==> config.mk <==
export PLATFORM = sky130hd
export DESIGN_NAME = program_loader
export DESIGN_NICKNAME = d
export VERILOG_FILES = /design/src/rtl/program_loader.sv
export SDC_FILE = /design/constraint.sdc
export NUM_CORES = 1
export LEC_CHECK = 0
export CAP_MARGIN = 20
export CORE_ASPECT_RATIO = 1.4
export CORE_MARGIN = 2
export CORE_UTILIZATION = 43
export DETAILED_ROUTE_END_ITERATION = 10
export PLACE_DENSITY = 0.83
export SLEW_MARGIN = 10
export SYNTH_ARGS = -nofsm -noshare
export SYNTH_HDL_FRONTEND = slang
export SYNTH_SLANG_ARGS = --single-unit
==> constraint.sdc <==
create_clock -name Clock -period 2.15 [get_ports Clock]
set_input_delay 0.5375 -clock Clock [delete_from_list [all_inputs] [get_ports Clock]]
set_output_delay 0.5375 -clock Clock [all_outputs]
set_load 0.005 [all_outputs]
==> src/rtl/program_loader.sv <==
`default_nettype none
// ============================================================================
// Module      : program_loader
// Description : Front-panel program loader for the 8-bit enhanced processor.
//               Writer side of the 32x8 program RAM: takes one switch byte
//               per Enter press, writes it to consecutive addresses, pads the
//               remaining locations with FILL_VALUE, then releases the CPU.
//               Holds the processor in reset (CpuHold) and owns the RAM port
//               (RamInit) for the whole session.
// Revision    : 1.0 - initial release
// ----------------------------------------------------------------------------
// Ports
//   Clock      in   1         system clock, rising edge
//   Reset      in   1         asynchronous, active-low reset
//   Start      in   1         one-cycle request to begin a load session
//   Enter      in   1         debounced push-button level, async to Clock
//   Input      in   DATA_W    switch data, stable while Enter is high
//   Finish     in   1         one-cycle request to end user entry early
//   RamOut     in   DATA_W    RAM read data, valid one cycle after address
//   RamInit    out  1         RAM port owned by the loader
//   RamAddress out  ADDR_W    RAM address
//   RamIn      out  DATA_W    RAM write data
//   RamWr      out  1         RAM write strobe, one cycle per word
//   CpuHold    out  1         keeps the processor in reset
//   Busy       out  1         session in progress
//   Done       out  1         load complete, CPU released
//   Error      out  1         verify mismatch (0 without verify build)
//   Count      out  ADDR_W+1  number of user bytes written, 0..DEPTH
//   state      out  3         current FSM state, for display
// ----------------------------------------------------------------------------
// Build option
//   PROGRAM_LOADER_VERIFY_EN : adds a read-back VERIFY pass that compares a
//                              modulo-2^DATA_W checksum of every written word
//                              with the sum of the RAM contents.
// ============================================================================
module program_loader #(
    parameter int                ADDR_W     = 5,
    parameter int                DEPTH      = 32,
    parameter int                DATA_W     = 8,
    parameter logic [DATA_W-1:0] FILL_VALUE = 8'hE0
) (
    input  logic              Clock,
    input  logic              Reset,
    input  logic              Start,
    input  logic              Enter,
    input  logic [DATA_W-1:0] Input,
    input  logic              Finish,
    input  logic [DATA_W-1:0] RamOut,
    output logic              RamInit,
    output logic [ADDR_W-1:0] RamAddress,
    output logic [DATA_W-1:0] RamIn,
    output logic              RamWr,
    output logic              CpuHold,
    output logic              Busy,
    output logic              Done,
    output logic              Error,
    output logic [ADDR_W:0]   Count,
    output logic [2:0]        state
);

    localparam logic [2:0] c_S_IDLE   = 3'd0;
    localparam logic [2:0] c_S_LOAD   = 3'd1;
    localparam logic [2:0] c_S_WRITE  = 3'd2;
    localparam logic [2:0] c_S_FILL   = 3'd3;
`ifdef PROGRAM_LOADER_VERIFY_EN
    localparam logic [2:0] c_S_VERIFY = 3'd4;
`endif
    localparam logic [2:0] c_S_DONE   = 3'd5;

    localparam logic [ADDR_W-1:0] c_LAST = ADDR_W'(DEPTH - 1);
    localparam logic [ADDR_W:0]   c_FULL = (ADDR_W + 1)'(DEPTH);

    logic [2:0]        r_state;
    logic              r_s1;
    logic              r_s2;
    logic              r_d;
    logic [ADDR_W-1:0] r_addr;
    logic [ADDR_W:0]   r_count;
    logic              r_fin;
    logic              r_busy;
    logic              r_wr;
    logic              r_done;
    logic [ADDR_W-1:0] r_ram_addr;
    logic [DATA_W-1:0] r_ram_in;

    logic              w_edge;
    logic [ADDR_W-1:0] w_addr_next;
    logic [ADDR_W:0]   w_count_next;

`ifdef PROGRAM_LOADER_VERIFY_EN
    logic [DATA_W-1:0] r_chk;
    logic [DATA_W-1:0] r_vsum;
    logic [ADDR_W:0]   r_vcnt;
    logic              r_error;
`endif

    // Rising edge of the synchronised Enter level; holding the button
    // therefore yields a single one-cycle pulse.
    assign w_edge       = r_s2 & ~r_d;
    assign w_addr_next  = r_addr + 1'b1;
    assign w_count_next = (r_count == c_FULL) ? r_count : r_count + 1'b1;

    always_ff @(posedge Clock or negedge Reset) begin
        if (!Reset) begin
            r_state    <= c_S_IDLE;
            r_s1       <= 1'b0;
            r_s2       <= 1'b0;
            r_d        <= 1'b0;
            r_addr     <= '0;
            r_count    <= '0;
            r_fin      <= 1'b0;
            r_busy     <= 1'b0;
            r_wr       <= 1'b0;
            r_done     <= 1'b0;
            r_ram_addr <= '0;
            r_ram_in   <= '0;
`ifdef PROGRAM_LOADER_VERIFY_EN
            r_chk      <= '0;
            r_vsum     <= '0;
            r_vcnt     <= '0;
            r_error    <= 1'b0;
`endif
        end else begin
            r_s1 <= Enter;
            r_s2 <= r_s1;
            r_d  <= r_s2;
            // Write strobe is re-armed only by the transitions that need it.
            r_wr <= 1'b0;

            case (r_state)
                c_S_IDLE, c_S_DONE: begin
                    if (Start) begin
                        r_state <= c_S_LOAD;
                        r_busy  <= 1'b1;
                        r_done  <= 1'b0;
                        r_count <= '0;
                        r_addr  <= '0;
                        r_fin   <= 1'b0;
`ifdef PROGRAM_LOADER_VERIFY_EN
                        r_chk   <= '0;
                        r_error <= 1'b0;
`endif
                    end
                end

                c_S_LOAD: begin
                    if (w_edge) begin
                        r_state    <= c_S_WRITE;
                        r_ram_in   <= Input;
                        r_ram_addr <= r_addr;
                        r_wr       <= 1'b1;
                        // Finish coinciding with a press: write it, then pad.
                        r_fin      <= Finish;
                    end else if (Finish) begin
                        r_state    <= c_S_FILL;
                        r_ram_in   <= FILL_VALUE;
                        r_ram_addr <= r_addr;
                        r_wr       <= 1'b1;
                    end
                end

                c_S_WRITE: begin
                    r_addr  <= w_addr_next;
                    r_count <= w_count_next;
`ifdef PROGRAM_LOADER_VERIFY_EN
                    r_chk   <= r_chk + r_ram_in;
`endif
                    if (r_addr == c_LAST) begin
`ifdef PROGRAM_LOADER_VERIFY_EN
                        r_state    <= c_S_VERIFY;
                        r_ram_addr <= w_addr_next;
                        r_vcnt     <= '0;
                        r_vsum     <= '0;
`else
                        r_state    <= c_S_DONE;
                        r_busy     <= 1'b0;
                        r_done     <= 1'b1;
`endif
                    end else if (r_fin) begin
                        r_state    <= c_S_FILL;
                        r_ram_in   <= FILL_VALUE;
                        r_ram_addr <= w_addr_next;
                        r_wr       <= 1'b1;
                    end else begin
                        r_state    <= c_S_LOAD;
                    end
                end

                // r_addr and r_ram_addr advance together here.
                c_S_FILL: begin
                    r_addr <= w_addr_next;
`ifdef PROGRAM_LOADER_VERIFY_EN
                    r_chk  <= r_chk + r_ram_in;
`endif
                    if (r_addr == c_LAST) begin
`ifdef PROGRAM_LOADER_VERIFY_EN
                        r_state    <= c_S_VERIFY;
                        r_ram_addr <= w_addr_next;
                        r_vcnt     <= '0;
                        r_vsum     <= '0;
`else
                        r_state    <= c_S_DONE;
                        r_busy     <= 1'b0;
                        r_done     <= 1'b1;
`endif
                    end else begin
                        r_ram_addr <= w_addr_next;
                        r_wr       <= 1'b1;
                    end
                end

`ifdef PROGRAM_LOADER_VERIFY_EN
                // Cycle n presents address n; RamOut then carries word n-1,
                // so the sweep spans DEPTH+1 cycles and the last word is
                // folded into the comparison directly.
                c_S_VERIFY: begin
                    r_vcnt     <= r_vcnt + 1'b1;
                    r_ram_addr <= r_ram_addr + 1'b1;
                    if (r_vcnt != '0) begin
                        r_vsum <= r_vsum + RamOut;
                    end
                    if (r_vcnt == c_FULL) begin
                        r_error <= ((r_vsum + RamOut) != r_chk);
                        r_state <= c_S_DONE;
                        r_busy  <= 1'b0;
                        r_done  <= 1'b1;
                    end
                end
`endif

                default: begin
                    r_state <= c_S_IDLE;
                    r_busy  <= 1'b0;
                    r_done  <= 1'b0;
                end
            endcase
        end
    end

    assign RamInit    = r_busy;
    assign CpuHold    = r_busy;
    assign Busy       = r_busy;
    assign RamWr      = r_wr;
    assign RamAddress = r_ram_addr;
    assign RamIn      = r_ram_in;
    assign Done       = r_done;
    assign Count      = r_count;
    assign state      = r_state;

`ifdef PROGRAM_LOADER_VERIFY_EN
    assign Error = r_error;
`else
    // Read data is only consumed by the verify pass.
    logic w_unused_ramout;
    assign w_unused_ramout = ^RamOut;
    assign Error = 1'b0;
`endif

endmodule
`default_nettype wire

==> metrics, run 1 <==
adder-cell share of the synthesized area=3.49%; flop2flop setup slack=140 ps; failing checks=DRC; Tmin final=2010 ps; main combinational cell family by area after synthesis=simple AND/OR/NAND/NOR gates; GRT Total Usage=18.2%; number of routed nets with antenna violations=0; crit-path cells=clkdlybuf4s50_1; Worst-Skew Late Latency=290 ps; DIE AREA=4710 sq um; post-synthesis sequential area ratio=47.4%; Starting DRT DRC Count=45; core area=3990 sq um; setup_tns=0 ps; Max Slew Vio Count=0; Tightest Pin Transition=507 ps; CTS buffer count=5; Net count, final=252; Ys Warns=0; number of port buffers=39; simple-gate share of the synthesized area=16.7%; gate count of the mapped netlist=177; crit path DAT=1480 ps; worst setup path end=state[0]; DR WL/cell=14.1 um; XOR/XNOR Fraction of Synth Area=2.44%; met1 Use GR=21.8%; number of flops mapped to enable cells by yosys=0; Area growth, synth to finish=33.2%; peak supply drop=0.678 mV; top cells by area, synth=dfrtp_1, nand2_1, mux2i_1; CTS sink cnt=34; Worst R2R Start=r_addr[0]; DRT Pass-1 Iters=7; Min-Delay Path Class=reg -> reg; H-tree lvl count=2; Worst-path clk slew=70 ps; final hold vios=0; Synth cell types=43; Final GP Congestion=0.877; max-cap violations=0; Buf/Inv on CP=1; PnR Total Power=3.27 mW; Die X=58.6 um; critical path required time=1610 ps; via count=1458; Post-synth top cells=dfrtp_1, nand2_1, inv_1; grt met3 use=4.51%; Top FF cell, synth=dfrtp_1; gr ovfl total=0; CTS tree=built; PwrDens=1370 nW/um^2; Final Core Density=59.9%; Mean Syn Cell Area=10.1 sq um; Clock Path Buffers=2; Detailed Route WL=3.78 mm; Rows=27; Synth Net Count=203; RR Endpoint=RamIn[5]; largest net degree at the start of global routing=35; # IOs=49; busiest layer in global routing=met2; status=finished, violations left; mux cell area share after synthesis=9.55%; count leader, synth=dfrtp_1; ANT cells=0; critical path peak fanout=12; area leader, netlist=dfrtp_1; slowest stage delay, CP=600 ps; ys async rst share=100%; RSZ-0062 raised after global routing=false; Final Skew=10.5 ps; #FFs+latches synth=34; Setup violations, final=0; post-CTS setup buffers=0; clk root buf=clkbuf_8; FMAX=0.496 GHz; Reg2Reg Depth=7; Cell Count, Final, Fillers Out=269; vias in the first global route=1428; CP Capture Type=output port; P_leak=1.05 nW; die height=80.4 um; Initial Util=45.0%; CP max-delay cell=dfrtp_1; met2 usage=31.3%; Post-Place Cells=262; initial antenna violation count=0; first-pass GRT wire length=6.52 mm; Synth Area in Compound Gates=14.6%; crit share post-route=93.7%; hpwl dp=2.73 mm; Worst Path Class, Setup=reg -> out; slew margin rel.=65.9%; Vias/cell=5.42; mapped cell area=1790 sq um; share of layout cells above drive strength 1=15.0%; Worst Setup SP=state[0]; DRC viols=3; share of the synthesized area in the top cell type=47.4%; Crit path depth=1; startpoint types=register; crit-path leading delay family=flip-flops
## power by group
part           switching, mW  internal (mW)
clock                  0.229          0.371
sequential             0.248          0.886
combinational          0.660          0.876
total                   1.14           2.13
## kinds of logic after synthesis
kind of cell,Yosys count
AOI/OAI and AO/OA,36
adders and majority gates,5
DFF,34
muxes,15
xor gates and xnor gates,5
buffers and inverters,21
other,1
and+or+nand+nor,60
## placed cells by master, fill, tap and decap left out, types with 5 or more instances in the layout
master,instances
o21ai_0,9
mux2i_1,7
a21oi_1,7
nand3_1,10
nand2_1,24
clkdlybuf4s50_1,39
inv_1,13
mux2_2,5
clkbuf_8,6
ha_1,5
nor2_1,8
buf_4,10
dfrtp_1,34
## through the flow
step	worst slack (ps)	area, sq um	hold slack, ps
final	136	2390	350
after global routing	23.6	2390	359
after CTS	74.9	2380	352
after detailed placement	89.4	2270	336
after global placement	123	2270	335
after floorplan	111	1790	242
## layer usage
layer | wire length [um] | share of wire [%]
met5 | 0 | 0
met4 | 36 | 0.95
met1 | 1610 | 43
met2 | 1980 | 52
met3 | 160 | 4.2
## how the worst min path moves through the flow
stage	start	cells past startpoint	end	slack, ps
2_1_floorplan	Reset	0	Busy	240
3_3_place_gp	r_s1	0	r_s2	330
3_5_place_dp	r_s1	0	r_s2	340
4_1_cts	r_s1	0	r_s2	350
5_1_grt	r_s1	0	r_s2	360
6_report	r_s1	0	r_s2	350
## what timing repair did
action / 4_1_cts / 5_1_grt
hold buffers: 0 / 0
gates resized for setup: 0 / 2
endpoints found under the setup margin: 0 / 7
## sequential cells by signal (all words and copies together), names as in the netlist
register,cells
Count,6
r_addr,5
Done,1
RamIn,8
r_d,1
state,3
RamWr,1
r_s2,1
r_fin,1
Busy,1
RamAddress,5
r_s1,1
## final cells by class
type                            instances  area, sq um
Fill cell                             358         1600
Multi-Input combinational cell        122          847
Clock inverter                          1         30.0
Timing Repair Buffer                   50          477
Inverter                               13         48.8
Tap cell                               43         53.8
Clock buffer                            6         82.6
Sequential cell                        34          851
(Power assumes the default switching activity.)
==> run 2, diff against run 1 <==
- CTS_CLUSTER_SIZE: default -> 10
- SETUP_SLACK_MARGIN: default -> 0.4
==> run 2 against run 1 <==
Net effect:
- the flow still finishes with violations (DRC)
- cell count is 5.9% higher
- sequential power is 6% lower
- non-clock buffer count is 15 higher
- clock skew is 5.0 ps lower
- core utilization is 4.0 points higher
- via count is 4.6% higher
- wire length is 9.1% higher
- power is 4.0% higher
==> metrics, run 2 (same netlist as run 1, synthesis figures left out) <==
Initial Util=45.0% (unchanged); RSZ-0062 raised after global routing=true; Max Slew Vio Count=0 (unchanged); via count=1525 (+4.6%); Place WS=105 ps (+16.1 ps); crit share post-route=89.4% (-4.3 points); clk root buf=clkbuf_8; Hold Path Depth=0 (unchanged); Clock Path Buffers=2 (unchanged); # IOs=49 (unchanged); FF+latch area=858 sq um (+0.88%); first-pass GRT wire length=6.93 mm (+6.2%); most frequent cells in the layout=clkdlybuf4s50_1, dfrtp_1, buf_4, nand2_1, inv_1; Worst R2R Start=r_addr[1]; P_leak=1.14 nW (+9.1%); Post-CTS Hold Buffers=0 (unchanged); DRC viols=3 (unchanged); Final Core Density=63.9% (+4.0 points); Final Skew=5.53 ps (-5.02 ps); DIE AREA=4710 sq um (unchanged); startpoint types=register; flop2flop setup slack=230 ps (+90 ps); number of port buffers=39 (unchanged); max-cap violations=0 (unchanged); Min-Delay Path Class=reg -> reg; Final GP Congestion=0.844 (-3.7%); DR WL/cell=14.5 um (+2.9%); failing checks=DRC; multi-input logic area=896 sq um (+5.8%); final hold vios=0 (unchanged); setup slack after layout=228 ps (+92.6 ps); GRT Total Usage=19.2% (+0.91 points); Tmin final=1920 ps (-92.6 ps); Starting DRT DRC Count=49 (+8.9%); Area growth, synth to finish=42.0%; CTS tree=built; Worst Path Class, Setup=reg -> reg; H-tree lvl count=2 (unchanged); ANT cells=0 (unchanged); crit path DAT=2080 ps (+600 ps); hpwl dp=2.70 mm (-1.1%); Detailed Route WL=4.13 mm (+9.1%); setup_tns=0 ps (unchanged); Rows=27 (unchanged); Worst Hold End=r_s2; Die X=58.6 um (unchanged); max reg flops=8 (unchanged); CTS buffer count=5 (unchanged); initial antenna violation count=0 (unchanged); CTS sink cnt=34 (unchanged); critical path required time=2310 ps (+700 ps); peak supply drop=0.775 mV (+14%); Net count, final=267 (+6.0%); RR Endpoint=RamAddress[1]; filler cell count=340 (-5.0%); vias in the first global route=1486 (+4.1%); largest net degree at the start of global routing=35 (unchanged); hold path startpoint=r_s1; number of routed nets with antenna violations=0 (unchanged); critical path peak fanout=6 (-6); Worst-Skew Late Latency=280 ps (about the same); share of layout cells above drive strength 1=26.0% (+11 points); core area=3990 sq um (unchanged); Reg2Reg Depth=7 (unchanged); die height=80.4 um (unchanged); Vias/cell=5.35 (-1.3%); PwrDens=1340 nW/um^2 (-2.4%); commonest non-fill, non-tap cell in the layout=clkdlybuf4s50_1; FMAX=0.520 GHz (+4.8%); DRT Pass-1 Iters=7 (unchanged); Hold WS=345 ps (-4.92 ps); status=finished, violations left; CP Capture Type=register; PnR Total Power=3.40 mW (+4.0%); Worst-path clk slew=70 ps (about the same); Setup violations, final=0 (unchanged); gr ovfl total=0 (unchanged)
## run 2: worst max-delay path, stage by stage, from the launching register on
cell and delay (ps):
dfrtp_1 400, ha_2 190, and3_4 150, ha_4 150, and2b_2 230, o21ai_2 80, a21oi_4 260, mux2_4 330
## run 2: how the worst max path moves through the flow
stage	from	to	slack, ps	depth (start not counted)
after detailed placement	r_addr[1]	RamAddress[1]	110	7
after floorplan	r_addr[1]	RamIn[5]	210	7
after global routing	r_addr[0]	RamIn[3]	180	8
final	r_addr[1]	RamAddress[1]	230	7
after CTS	r_addr[0]	RamAddress[1]	180	7
after global placement	r_addr[0]	RamAddress[2]	140	7
## run 2: cell type report
class / count / share of cell area [%]
Sequential cell: 34 / 33.7
Clock inverter: 1 / 0.196
Tap cell: 43 / 2.11
Multi-Input combinational cell: 122 / 35.2
Inverter: 13 / 1.92
Clock buffer: 7 / 3.39
Timing Repair Buffer: 65 / 23.5
## run 2: through the flow
step,instances,area [sq um]
2_1_floorplan,177,1800
3_3_place_gp,260,2260
3_5_place_dp,260,2260
4_1_cts,280,2490
5_1_grt,285,2550
6_report,285,2550
## run 2: what timing repair did
action / CTS / global route
resized for setup: 14 / 8
buffers inserted: 12 / 5
pin swaps: 4 / 4
endpoints found under the setup margin: 24 / 23
## run 2: layer usage
metal | up-vias | GRT usage [%] | part of all wire, %
li1 | 741 | - | -
met1 | 737 | 22.9 | 39
met2 | 38 | 33.1 | 54
met3 | 9 | 4.67 | 4.9
met4 | 0 | 6.36 | 1.4
met5 | - | 0 | 0
## run 2: report_power, final
group | internal [mW] | switching, mW | leakage [nW]
logic | 1.04 | 0.829 | 0.700
registers | 0.895 | 0.165 | 0.395
clock network | 0.258 | 0.217 | 0.0482
==> run 3, diff against run 2 <==
- CORE_MARGIN: 2 -> 4
==> run 3 against run 2 <==
Net effect:
- the flow now finishes without violations
- sequential share of layout area fell by 0.52 points
- critical endpoint is now RamAddress[2]
- setup slack got worse by 29 ps
- via count rose by 2.2%
- maximum frequency fell by 1.5%
- hold slack improved by 7.5 ps
- final area rose by 1.6%
- core utilization rose by 1.0 points
- power rose by 5.3%
- largest cell class unchanged
- flip-flop and latch count did not move
==> metrics, run 3 (same netlist as run 1, synthesis figures left out) <==
via count=1558 (+2.2%); largest net degree at the start of global routing=35 (unchanged); final instance area=2590 sq um (+1.6%); hpwl dp=2.86 mm (+6.0%); Initial Util=45.0% (unchanged); Die X=62.6 um (+6.8%); max-cap violations=0 (unchanged); status=completed; DR WL/cell=15.4 um (+6.3%); crit path DAT=2120 ps (+40 ps); Clock Path Buffers=2 (unchanged); Worst R2R Start=r_addr[1]; CTS tree=built; PwrDens=1390 nW/um^2 (+3.7%); Sw Pwr=1.26 mW (+3.9%); max reg flops=8 (unchanged); # IOs=49 (unchanged); Max Slew Vio Count=0 (unchanged); Final GP Congestion=0.817 (-3.2%); number of routed nets with antenna violations=0 (unchanged); share of layout cells above drive strength 1=27.0% (+1.0 points); flop2flop setup slack=200 ps (-30 ps); clk root buf=clkbuf_8; Detailed Route WL=4.42 mm (+7.0%); Clock power frac=16.1% (+2.2 points); Worst Path Class, Setup=reg -> reg; Cell Int Power=2.33 mW (+6.1%); CTS sink cnt=34 (unchanged); Seq pwr share=29.8% (-1.3 points); Tmin final=1950 ps (+29.2 ps); setup slack after layout=199 ps (-29.2 ps); Min-Delay Path Class=reg -> reg; DRC viols=0 (-3); commonest non-fill, non-tap cell in the layout=clkdlybuf4s50_1; worst setup path end=RamAddress[2]; critical path peak fanout=5 (-1); ANT cells=0 (unchanged); Vias/cell=5.43 (+1.5%); RR Endpoint=RamAddress[2]; FMAX=0.513 GHz (-1.5%); first-pass GRT wire length=7.35 mm (+6.1%); vias in the first global route=1546 (+4.0%); PnR Total Power=3.58 mW (+5.3%); Place WS=94.3 ps (-11.1 ps); initial antenna violation count=0 (unchanged); Rows=27 (unchanged); peak supply drop=0.952 mV (+23%); Post-CTS Hold Buffers=0 (unchanged); setup_tns=0 ps (unchanged); Area growth, synth to finish=44.2%; placed inst area=2260 sq um (unchanged); sw frac=35.1% (-0.48 points); GRT Total Usage=17.4% (-1.8 points); RSZ-0062 raised after global routing=true; Net count, final=269 (+0.75%); Reg2Reg Depth=7 (unchanged); DIE AREA=5280 sq um (+12%); critical path required time=2320 ps (about the same); Hold WS=352 ps (+7.54 ps); DRT Pass-1 Iters=4 (-3); Final Skew=9.31 ps (+3.78 ps); final hold vios=0 (unchanged); Worst-path clk slew=70 ps (about the same); Worst-Skew Late Latency=290 ps (about the same); number of port buffers=39 (unchanged); Setup violations, final=0 (unchanged); CTS buffer count=5 (unchanged); most frequent cells in the layout=clkdlybuf4s50_1, dfrtp_1, buf_4, nand2_1, inv_1; gr ovfl total=0 (unchanged); filler cell count=320 (-5.9%); Starting DRT DRC Count=70 (+43%); H-tree lvl count=2 (unchanged); startpoint types=register; P_leak=1.14 nW (-0.51%); crit share post-route=90.7% (+1.4 points); die height=84.4 um (+5.0%); Worst Setup SP=r_addr[1]; Gate power share=54.2% (-0.7 points); core area=3990 sq um (unchanged); CP Capture Type=register
-- run 3: what timing repair did --
action | in CTS | in global routing
resized for setup | 14 | 10
setup endpoints to repair | 26 | 23
pin swaps | 3 | 3
setup buffers | 12 | 7
-- run 3: stage by stage --
| stage | utilization (%) | std cells |
|---|---|---|
| 4_1_cts | 62.9 | 280 |
| 5_1_grt | 64.9 | 287 |
| 2_1_floorplan | - | 177 |
| 6_report | 64.9 | 287 |
| 3_3_place_gp | 56.8 | 260 |
| 3_5_place_dp | 56.8 | 260 |
-- run 3: area by class of cell --
| type | count | area, sq um | share of cell area, % |
|---|---|---|---|
| clock buffer | 7 | 76.3 | 2.95 |
| clock inverter | 1 | 30.0 | 1.16 |
| inverter | 13 | 48.8 | 1.89 |
| multi-input combinational | 122 | 905 | 35.0 |
| sequential | 34 | 858 | 33.2 |
| tap | 43 | 53.8 | 2.08 |
| timing repair buffer | 67 | 616 | 23.8 |
-- run 3: power groups by stage --
stage	logic, mW	clock network, mW	registers (mW)
after detailed placement	1.57	0	1.13
after global placement	1.52	0	1.11
after CTS	1.84	0.587	1.07
final	1.94	0.575	1.07
after global routing	2.13	0.611	1.10
after floorplan	0.903	0	1.11
-- run 3: per-layer routing --
layer | GRT usage, % | vias to the layer above | share of wire [%]
li1 | - | 743 | -
met1 | 19.9 | 747 | 38
met3 | 4.42 | 10 | 5.8
met2 | 30.7 | 58 | 54
met4 | 7.03 | 0 | 1.6
met5 | 0 | - | 0
-- run 3: critical path, stage by stage, from the launching register on --
cell and delay [ps]:
dfrtp_1 410, ha_2 210, and3_4 150, ha_4 150
and2b_2 230, o21ai_2 80, a21oi_4 270, mux2_4 330
-- run 3: how the worst min path moves through the flow --
| stage | cells past startpoint | start | endpoint | slack [ps] |
|---|---|---|---|---|
| 2_1_floorplan | 0 | Reset | Busy | 240 |
| 3_3_place_gp | 0 | r_s1 | r_s2 | 340 |
| 3_5_place_dp | 0 | r_s1 | r_s2 | 340 |
| 4_1_cts | 0 | r_s1 | r_s2 | 350 |
| 5_1_grt | 0 | r_s1 | r_s2 | 370 |
| 6_report | 0 | r_s1 | r_s2 | 350 |
